==> src/rtl/nr_div_pkg.sv <==
// nr_div_pkg: shared state encoding and sizing helper for the sequential non-restoring divider.
package nr_div_pkg;

    typedef enum logic [1:0] {IDLE, RUN, FIX, DONE} nr_div_state_t;

    function automatic int nr_div_cnt_w(input int w);
        return $clog2(w) + 1;
    endfunction

endpackage

==> src/rtl/nr_divider_seq_addsub.sv <==
// nr_addsub: N-bit modular add (m_i=0) or subtract (m_i=1) via b XOR m with carry-in m.
module nr_addsub #(
    parameter int N = 9
) (
    input  logic [N-1:0] a_i,
    input  logic [N-1:0] b_i,
    input  logic         m_i,
    output logic [N-1:0] s_o
);

    assign s_o = a_i + (b_i ^ {N{m_i}}) + {{(N-1){1'b0}}, m_i};

endmodule

==> src/rtl/nr_divider_seq.sv <==
// nr_divider_seq: unsigned non-restoring divider, one quotient bit per clock plus a remainder fix step,
// with valid/ready handshakes and divide-by-zero detection.
module nr_divider_seq
    import nr_div_pkg::*;
#(
    parameter int W = 8
) (
    input  logic         clk,
    input  logic         rst,
    input  logic         in_valid,
    output logic         in_ready,
    input  logic [W-1:0] in_dividend,
    input  logic [W-1:0] in_divisor,
    output logic         out_valid,
    input  logic         out_ready,
    output logic [W-1:0] out_quotient,
    output logic [W-1:0] out_remainder,
    output logic         out_div_by_zero,
    output logic         busy
);

    localparam int CW = nr_div_cnt_w(W);

    nr_div_state_t state_q;
    logic [W:0]    a_q;
    logic [W-1:0]  q_q;
    logic [W-1:0]  y_q;
    logic [CW-1:0] cnt_q;
    logic [W:0]    add_a;
    logic [W:0]    a_d;
    logic          add_m;

    // RUN feeds the shifted partial remainder; FIX adds Y back to the unshifted A
    assign add_a = (state_q == RUN) ? {a_q[W-1:0], q_q[W-1]} : a_q;
    assign add_m = (state_q == RUN) ? ~a_q[W] : 1'b0;

    nr_addsub #(.N(W + 1)) u_addsub (
        .a_i(add_a),
        .b_i({1'b0, y_q}),
        .m_i(add_m),
        .s_o(a_d)
    );

    always_ff @(posedge clk) begin
        if (rst) begin
            state_q         <= IDLE;
            a_q             <= '0;
            q_q             <= '0;
            y_q             <= '0;
            cnt_q           <= '0;
            in_ready        <= 1'b1;
            out_valid       <= 1'b0;
            busy            <= 1'b0;
            out_quotient    <= '0;
            out_remainder   <= '0;
            out_div_by_zero <= 1'b0;
        end else begin
            case (state_q)
                IDLE: if (in_valid) begin
                    in_ready <= 1'b0;
                    busy     <= 1'b1;
                    if (in_divisor == '0) begin
                        state_q         <= DONE;
                        out_valid       <= 1'b1;
                        out_quotient    <= '1;
                        out_remainder   <= in_dividend;
                        out_div_by_zero <= 1'b1;
                    end else begin
                        state_q <= RUN;
                        a_q     <= '0;
                        q_q     <= in_dividend;
                        y_q     <= in_divisor;
                        cnt_q   <= CW'(W);
                    end
                end
                RUN: begin
                    a_q   <= a_d;
                    q_q   <= {q_q[W-2:0], ~a_d[W]};
                    cnt_q <= cnt_q - 1'b1;
                    if (cnt_q == CW'(1)) state_q <= FIX;
                end
                FIX: begin
                    state_q         <= DONE;
                    out_valid       <= 1'b1;
                    out_quotient    <= q_q;
                    out_remainder   <= a_q[W] ? a_d[W-1:0] : a_q[W-1:0];
                    out_div_by_zero <= 1'b0;
                end
                DONE: if (out_ready) begin
                    state_q   <= IDLE;
                    out_valid <= 1'b0;
                    in_ready  <= 1'b1;
                    busy      <= 1'b0;
                end
                default: state_q <= IDLE;
            endcase
        end
    end

endmodule
==> config.mk <==
export PLATFORM = sky130hd
export DESIGN_NAME = nr_divider_seq
export DESIGN_NICKNAME = d
export VERILOG_FILES = /design/src/rtl/nr_div_pkg.sv /design/src/rtl/nr_divider_seq_addsub.sv /design/src/rtl/nr_divider_seq.sv
export SDC_FILE = /design/constraint.sdc
export NUM_CORES = 1
export LEC_CHECK = 0
export ABC_AREA = 0
export CAP_MARGIN = 20
export CORE_MARGIN = 5
export CORE_UTILIZATION = 40
export CTS_BUF_LIST = sky130_fd_sc_hd__clkbuf_8
export CTS_CLUSTER_SIZE = 40
export DETAILED_ROUTE_END_ITERATION = 10
export PLACE_DENSITY_LB_ADDON = 0.3
export SYNTH_ARGS = -nofsm -noshare
export SYNTH_HDL_FRONTEND = slang
export SYNTH_SLANG_ARGS = --single-unit
==> constraint.sdc <==
create_clock -name clk -period 4.2 [get_ports clk]
set_input_delay 0.84 -clock clk [delete_from_list [all_inputs] [get_ports clk]]
set_output_delay 0.84 -clock clk [all_outputs]
set_load 0.02 [all_outputs]
==> impl_results.md, run 1 <==
* Final setup fails at 0
* Storage element area at 1020 µm²
* CTS sink count at 51
* Postcts setup bufs at 0
* Post-Route Utilization at 48.1%
* Yosys reg bits at 51
* Diode count at 0
* Yosys warnings at 0
* First-pass GRT wire length at 10.8 mm
* Synthesized area at 2940 µm²
* Post-route ant nets at 0
* Main area contributors after synthesis: dfxtp_1 (35%), a21oi_1 (5.8%), ha_1 (5.5%), nor2_1 (5.4%), mux2i_1 (4.8%)
* Hold buffer count at cts at 0
* All-layer global routing usage at 15.0%
* Resized cells post-CTS at 0
* Pwr/cell area at 607 nW/µm²
* CP Capture Type: register
* Leading area contributor after synthesis: dfxtp_1
* Synth Area per Inst at 8.63 µm²
* Critical path class: register to register
* Residual DRC at 0
* Area occupied by multi-input gates at 1710 µm²
* Number of flops mapped to enable cells by yosys at 0
* Total negative setup slack at 0 ns
* Worst hold path class: register to register
* Final hold violations at 0
* CP required at ~4.5 ns
* WP data arrival at 3.30 ns
* Fraction of layout cells with a size suffix above 1 at approximately 8.4%
* Maximum clock frequency at 0.328 GHz
* Site Rows at 31
* Post-DR wirelength/cell at 14.2 µm
* Reg clk slew, reported paths at 0.09 ns
* Number of buffers added on ports at 39
* Drt first pass iters at 4
* Skew final at 0.00528 ns
* Seq/Total Area, Yosys at 34.7%
* Max Used Layer: met4
* Vias at 2459
* Htree depth at 2
* Fillers at 722
* Vias/cell at 5.25
* Startpoint types: register
* I/O pin total at 40
* Placer Congestion at 0.824
* Sw Share at 41.6%
* Max Slew Vio Count at 0
* Slew @ Worst Pin at 0.969 ns
* CTS Root Buffer Type: clkbuf_8
* Syn Inst Count at between 300 and 400
* Final min period at 3.05 ns
* Main flop type after synthesis: dfxtp_1
* Die area at between 9000 and 10000 µm²
* Grt total ovfl at 0
* Initial Utilization at 40.8%
* Worst VDD drop at roughly 0.33 mV
* RSZ-0062 raised after global routing: no
* Slew margin rel. at ~35%
* Final WL at about 6.6 mm
* CTS tree: yes
* Reg power frac at between 30% and 40%
* Die Y at ~96 µm
* Routed met1 length at a little over 3 mm
* CP Max Fanout at 8
* Routed met2 length at between 3 and 4 mm
* Initial antenna violation count at 0
* Final Net Count at 402
* Status: complete, no violations
* Worst-Skew Late Latency at just over 0.3 ns
* Area grow syn2layout at 17.9%
* Number of global-route vias before repair at 2284
* Number of max-cap violations at 0
* Core area at 7210 µm²
* Largest net degree at the start of global routing at 56
* Metal3 WL at 308 µm
* Static Leak at approximately 0.0013 µW
* Syn_nets at roughly 380
* Clock Tree Buf Depth at 2
* Clock network power share at approximately 17%
* P_sw at 875 µW
* Synth cell types at 55
* Die width at 95.8 µm
* Comb pwr share at 51.2%
* CTS Buf Count at 5
* Final HPWL DP at 4.95 mm
* Internal power at 1230 µW
* Total power at 2100 µW
* Starting DRT DRC Count at 129
* Area fraction of the dominant cell type after synthesis at a little over a third
* Synth async-reset ratio at 0%
* Tcrit/Tclk final at 72.6%
critical path: stages, from the launching register on:
cell	delay [ns]
dfxtp_1	0.40
inv_1	0.08
ha_1	0.21
nand2b_1	0.35
xnor2_1	0.20
inv_1	0.09
fa_1	0.44
nor2b_1	0.18
o211a_1	0.19
o21ai_0	0.10
a21oi_1	0.29
xnor3_1	0.32
a21oi_2	0.14
Yosys cell counts, types with 5 or more instances:
master    number
nand3_1       10
a21oi_1       34
nand3b_1       6
o21ai_0        9
a22oi_1       12
mux2i_1       14
xnor2_1       11
nor2_1        42
a311oi_1       8
nor3_1         7
mux2_2         8
buf_2          5
a31oi_1        5
dfxtp_1       51
ha_1          13
nand2_1       17
inv_1         20
clkbuf_1      10
power by group through the flow:
stage                     logic, µW  clock network (µW)  registers (µW)
after detailed placement       1070                   0             672
after CTS                      1080                 373             661
after global placement         1060                   0             668
after floorplan                 836                   0             685
final                          1080                 365             661
after global routing           1200                 393             675
state kept, by name, summed over array words and instances (netlist names):
register         count
out_div_by_zero      1
state_q              2
a_q                  9
q_q                  8
busy                 1
cnt_q                4
y_q                  8
in_ready             1
out_quotient         8
out_remainder        8
out_valid            1
path summary, 6_finish.rpt:
kind                      startpoint             endpoint  slack, ns  cells after the start
max          state_q[1]$_SDFFE_PP0P_  q_q[0]$_SDFFE_PP0P_       1.15                     12
max reg2reg  state_q[1]$_SDFFE_PP0P_  q_q[0]$_SDFFE_PP0P_       1.15                     12
min              q_q[0]$_SDFFE_PP0P_  q_q[1]$_SDFFE_PP0P_       0.46                      2
min reg2reg      q_q[0]$_SDFFE_PP0P_  q_q[1]$_SDFFE_PP0P_       0.46                      2
cells in the final DEF (no fill, tap or decap), drive strengths merged, types with 3 or more instances in the layout:
| master | n |
|---|---|
| o211ai | 4 |
| a31oi | 5 |
| a22oi | 12 |
| nor3 | 7 |
| clkdlybuf4s50 | 38 |
| nor2b | 4 |
| inv | 21 |
| nand3b | 6 |
| ha | 13 |
| mux2 | 8 |
| dfxtp | 51 |
| mux2i | 14 |
| nor2 | 43 |
| nor4 | 3 |
| o21ai | 9 |
| nand2b | 4 |
| nand2 | 17 |
| a21oi | 36 |
| buf | 5 |
| a211oi | 3 |
| nand3 | 10 |
| xnor2 | 11 |
| clkbuf | 6 |
| o21bai | 3 |
| nor3b | 3 |
| a311oi | 9 |
through the flow:
step / cell area (µm²) / setup WS, ns / cells / hold slack, ns
2_1_floorplan: 2940 / 1.20 / 341 / 0.432
3_3_place_gp: 3350 / 1.11 / 460 / 0.444
5_1_grt: 3470 / 0.976 / 468 / 0.483
3_5_place_dp: 3350 / 1.00 / 460 / 0.446
6_report: 3470 / 1.15 / 468 / 0.460
4_1_cts: 3470 / 1.16 / 468 / 0.459
logic make-up (layout without fill, tap and decap cells):
logic type | after synthesis | in the layout | synth area share, %
adder cells (fa/ha/maj) | 14 | 14 | 6.21
AO/OA/AOI/OAI | 91 | 91 | 20.8
AND/OR/NAND/NOR | 106 | 106 | 18.7
buffers and inverters | 43 | 71 | 7.10
multiplexers | 22 | 22 | 7.83
flip-flops | 51 | 51 | 34.7
XOR/XNOR | 14 | 14 | 4.64
final cells by class:
cell class | count | area share (%)
Multi-Input combinational cell | 247 | 49.4
Sequential cell | 51 | 29.4
Timing Repair Buffer | 43 | 12.0
Tap cell | 99 | 3.57
Clock buffer | 6 | 2.38
Inverter | 20 | 2.16
Clock inverter | 2 | 1.12
metal layers:
| layer | vias up | GRT usage, % |
|---|---|---|
| met5 | - | 0 |
| met4 | 0 | 2.84 |
| met3 | 2 | 3.52 |
| met2 | 44 | 25.8 |
| met1 | 1149 | 19.3 |
| li1 | 1264 | - |
Note: power is estimated with default switching activity, not from simulation.
==> inputs of run 2 (changes only) <==
Clock period 4.2 ns to 2.9 ns, I/O delays scaled along.
==> impl_results.md, run 2 (same netlist as run 1, synthesis figures left out) <==
* Worst VDD drop at 0.408 mV (was 0.333 mV)
* Crit-path cells: inv_1 -> ha_4 -> buf_12 -> mux2_2 -> ha_1 -> and4bb_2 -> a311oi_4 -> o21bai_1 -> xor2_1 -> nand3_1 -> a31oi_1 (was inv_1 -> ha_1 -> nand2b_1 -> xnor2_1 -> inv_1 -> fa_1 -> nor2b_1 -> o211a_1 -> o21ai_0 -> a21oi_1 -> xnor3_1 -> a21oi_2)
* Worst hold path class: register to register (unchanged)
* DP Worst Slack at 0.0608 ns (was 1.00 ns)
* Post-DR wirelength/cell at 14.7 µm (was 14.2 µm)
* Layer with the highest usage: met2 (unchanged)
* CTS Root Buffer Type: clkbuf_8 (unchanged)
* Dpl cells at 466 (was 460)
* Slew @ Worst Pin at 1.01 ns (was 0.969 ns)
* Resized cells post-CTS at 0 (unchanged)
* Residual DRC at 0 (unchanged)
* Commonest cells after routing, fill and taps aside: dfxtp_1 (51), nor2_1 (42), clkdlybuf4s50_1 (38), a21oi_1 (32), inv_1 (20) (was dfxtp_1 (51), nor2_1 (42), clkdlybuf4s50_1 (38), a21oi_1 (34), inv_1 (20))
* Final Net Count at 408 (was 402)
* RSZ-0062 raised after global routing: no (unchanged)
* Post-Place Cell Area at 3400 µm² (was 3350 µm²)
* CP Capture Type: register (unchanged)
* Fraction of layout cells with a size suffix above 1 at 11.2% (was 8.40%)
* R2R Setup Slk at 0.13 ns (was 1.15 ns)
* WP data arrival at 3.00 ns (was 3.30 ns)
* CP required at 3.13 ns (was 4.45 ns)
* Hold-critical path depth at 2 (unchanged)
* Final WL at 6.99 mm (was 6.64 mm)
* Max Slew Vio Count at 0 (unchanged)
* Slowest CP cell: dfxtp_1 (was fa_1)
* Worst Setup SP: state_q[1]$_SDFFE_PP0P_ (unchanged)
* Total negative setup slack at 0 ns (unchanged)
* Post-route ant nets at 0 (unchanged)
* Worst Hold End: q_q[1]$_SDFFE_PP0P_ (unchanged)
* Starting DRT DRC Count at 173 (was 129)
* PnR worst setup slack at 0.129 ns (was 1.15 ns)
* Area occupied by multi-input gates at 1760 µm² (was 1710 µm²)
* Final HPWL DP at 5.07 mm (was 4.95 mm)
* Static Leak at 0.00128 µW (was 0.00126 µW)
* First-pass GRT wire length at 11.7 mm (was 10.8 mm)
* Bufs and invs on worst path at 2 (unchanged)
* Reg2Reg Depth at 11 (was 12)
* Postcts setup bufs at 0 (unchanged)
* CTS sink count at 51 (unchanged)
* CP delay by family, top: compound AO/OA/AOI/OAI gates (unchanged)
* Final setup fails at 0 (unchanged)
* Die area at 9170 µm² (unchanged)
* All-layer global routing usage at 16.0% (was 15.0%)
* Storage element area at 1020 µm² (unchanged)
* Clock Tree Buf Depth at 2 (unchanged)
* I/O pin total at 40 (unchanged)
* Worst-Skew Late Latency at 0.31 ns (about the same)
* Maximum clock frequency at 0.361 GHz (was 0.328 GHz)
* Final Cell Area at 3550 µm² (was 3470 µm²)
* Diode count at 0 (unchanged)
* Reg2reg start: state_q[1]$_SDFFE_PP0P_ (unchanged)
* Placer Congestion at 0.940 (was 0.824)
* Largest reg by FF count: a_q (unchanged)
* Final min period at 2.77 ns (was 3.05 ns)
* CTS Buf Count at 5 (unchanged)
* Worst reg2reg path endpoint: out_remainder[3]$_SDFFE_PP0P_ (was q_q[0]$_SDFFE_PP0P_)
* Initial antenna violation count at 0 (unchanged)
* Pwr/cell area at 880 nW/µm² (was 607 nW/µm²)
* Core area at 7210 µm² (unchanged)
* Vias/cell at 5.37 (was 5.25)
* Drt first pass iters at 4 (unchanged)
* Fillers at 706 (was 722)
* Htree depth at 2 (unchanged)
* Commonest non-fill, non-tap cell in the layout: dfxtp_1 (unchanged)
* Die Y at 95.8 µm (unchanged)
* Hold path start: q_q[0]$_SDFFE_PP0P_ (unchanged)
* Met1 Use GR at 21.9% (was 19.3%)
* Hold buffer count at cts at 0 (unchanged)
* CP peak stage delay at 0.35 ns (was 0.44 ns)
* Largest net degree at the start of global routing at 56 (unchanged)
* CP Max Fanout at 15 (was 8)
* Vias at 2547 (was 2459)
* Max reg flops at 9 (unchanged)
* Startpoint types: register (unchanged)
* Area grow syn2layout at 20.7% (was 17.9%)
* Skew final at 0.00922 ns (was 0.00528 ns)
* Reg clk slew, reported paths at 0.10 ns (was 0.09 ns)
* Final Non-Filler Cells at 474 (was 468)
* Grt total ovfl at 0 (unchanged)
* Number of max-cap violations at 0 (unchanged)
* Met2 usage at 25.6% (was 25.8%)
* Grt met3 use at 2.35% (was 3.52%)
* CTS tree: yes (unchanged)
* Die width at 95.8 µm (unchanged)
* Slew margin rel. at 32.0% (was 35.4%)
* Critical path class: register to register (unchanged)
* Number of global-route vias before repair at 2416 (was 2284)
* Tcrit/Tclk final at 95.5% (was 72.6%)
* Initial Utilization at 40.8% (unchanged)
* Final hold violations at 0 (unchanged)
* Number of buffers added on ports at 39 (unchanged)
* Status: complete, no violations (unchanged)
* Site Rows at 31 (unchanged)
-- run 2: changes by cell type in the layout (fill, tap and decap cells not counted), sizes merged --
cell and change:
clkinvlp +1, buf +6, inv -1, bufinv -1
clkinv +1
-- run 2: metal layers --
layer,vias to the layer above,part of all wire [%]
met5,-,0
met4,0,1.5
met3,10,3.7
met2,51,46
met1,1203,49
li1,1283,-
-- run 2: metrics by stage --
stage	total power [µW]	util, %	hold slack (ns)
finish	3120	49.2	0.461
global route	3360	49.2	0.472
CTS	3070	48.6	0.460
detailed placement	2610	47.2	0.445
global placement	2590	47.2	0.447
floorplan	2200	-	0.432
-- run 2: worst max-delay path by stage --
stage / end / slack (ns) / cells after the start
after floorplan: q_q[0]$_SDFFE_PP0P_ / 0.02 / 14
after global placement: out_remainder[3]$_SDFFE_PP0P_ / 0.13 / 11
after detailed placement: a_q[5]$_SDFFE_PP0P_ / 0.06 / 11
after CTS: a_q[5]$_SDFFE_PP0P_ / 0.05 / 11
after global routing: out_remainder[3]$_SDFFE_PP0P_ / 0.003 / 11
final: out_remainder[3]$_SDFFE_PP0P_ / 0.13 / 11
-- run 2: layout make-up --
cell class	instances	share of cell area (%)
well taps	99	3.49
repair buffers	49	13.3
flip-flops and latches	51	28.8
clock inverters	2	0.458
multi-input cells	247	49.5
inverters	20	2.11
clock buffers	6	2.33
-- run 2: worst register-to-register path: stages (launching register included) --
cell	delay, ns
dfxtp_1	0.35
inv_1	0.12
ha_4	0.17
buf_12	0.14
mux2_2	0.35
ha_1	0.34
and4bb_2	0.27
a311oi_4	0.28
o21bai_1	0.12
xor2_1	0.28
nand3_1	0.12
a31oi_1	0.17
-- run 2: where the power goes --
group | leakage [µW] | internal [µW] | switching (µW)
clock | 0.0000474 | 196 | 256
combinational | 0.000821 | 745 | 966
sequential | 0.000416 | 843 | 119
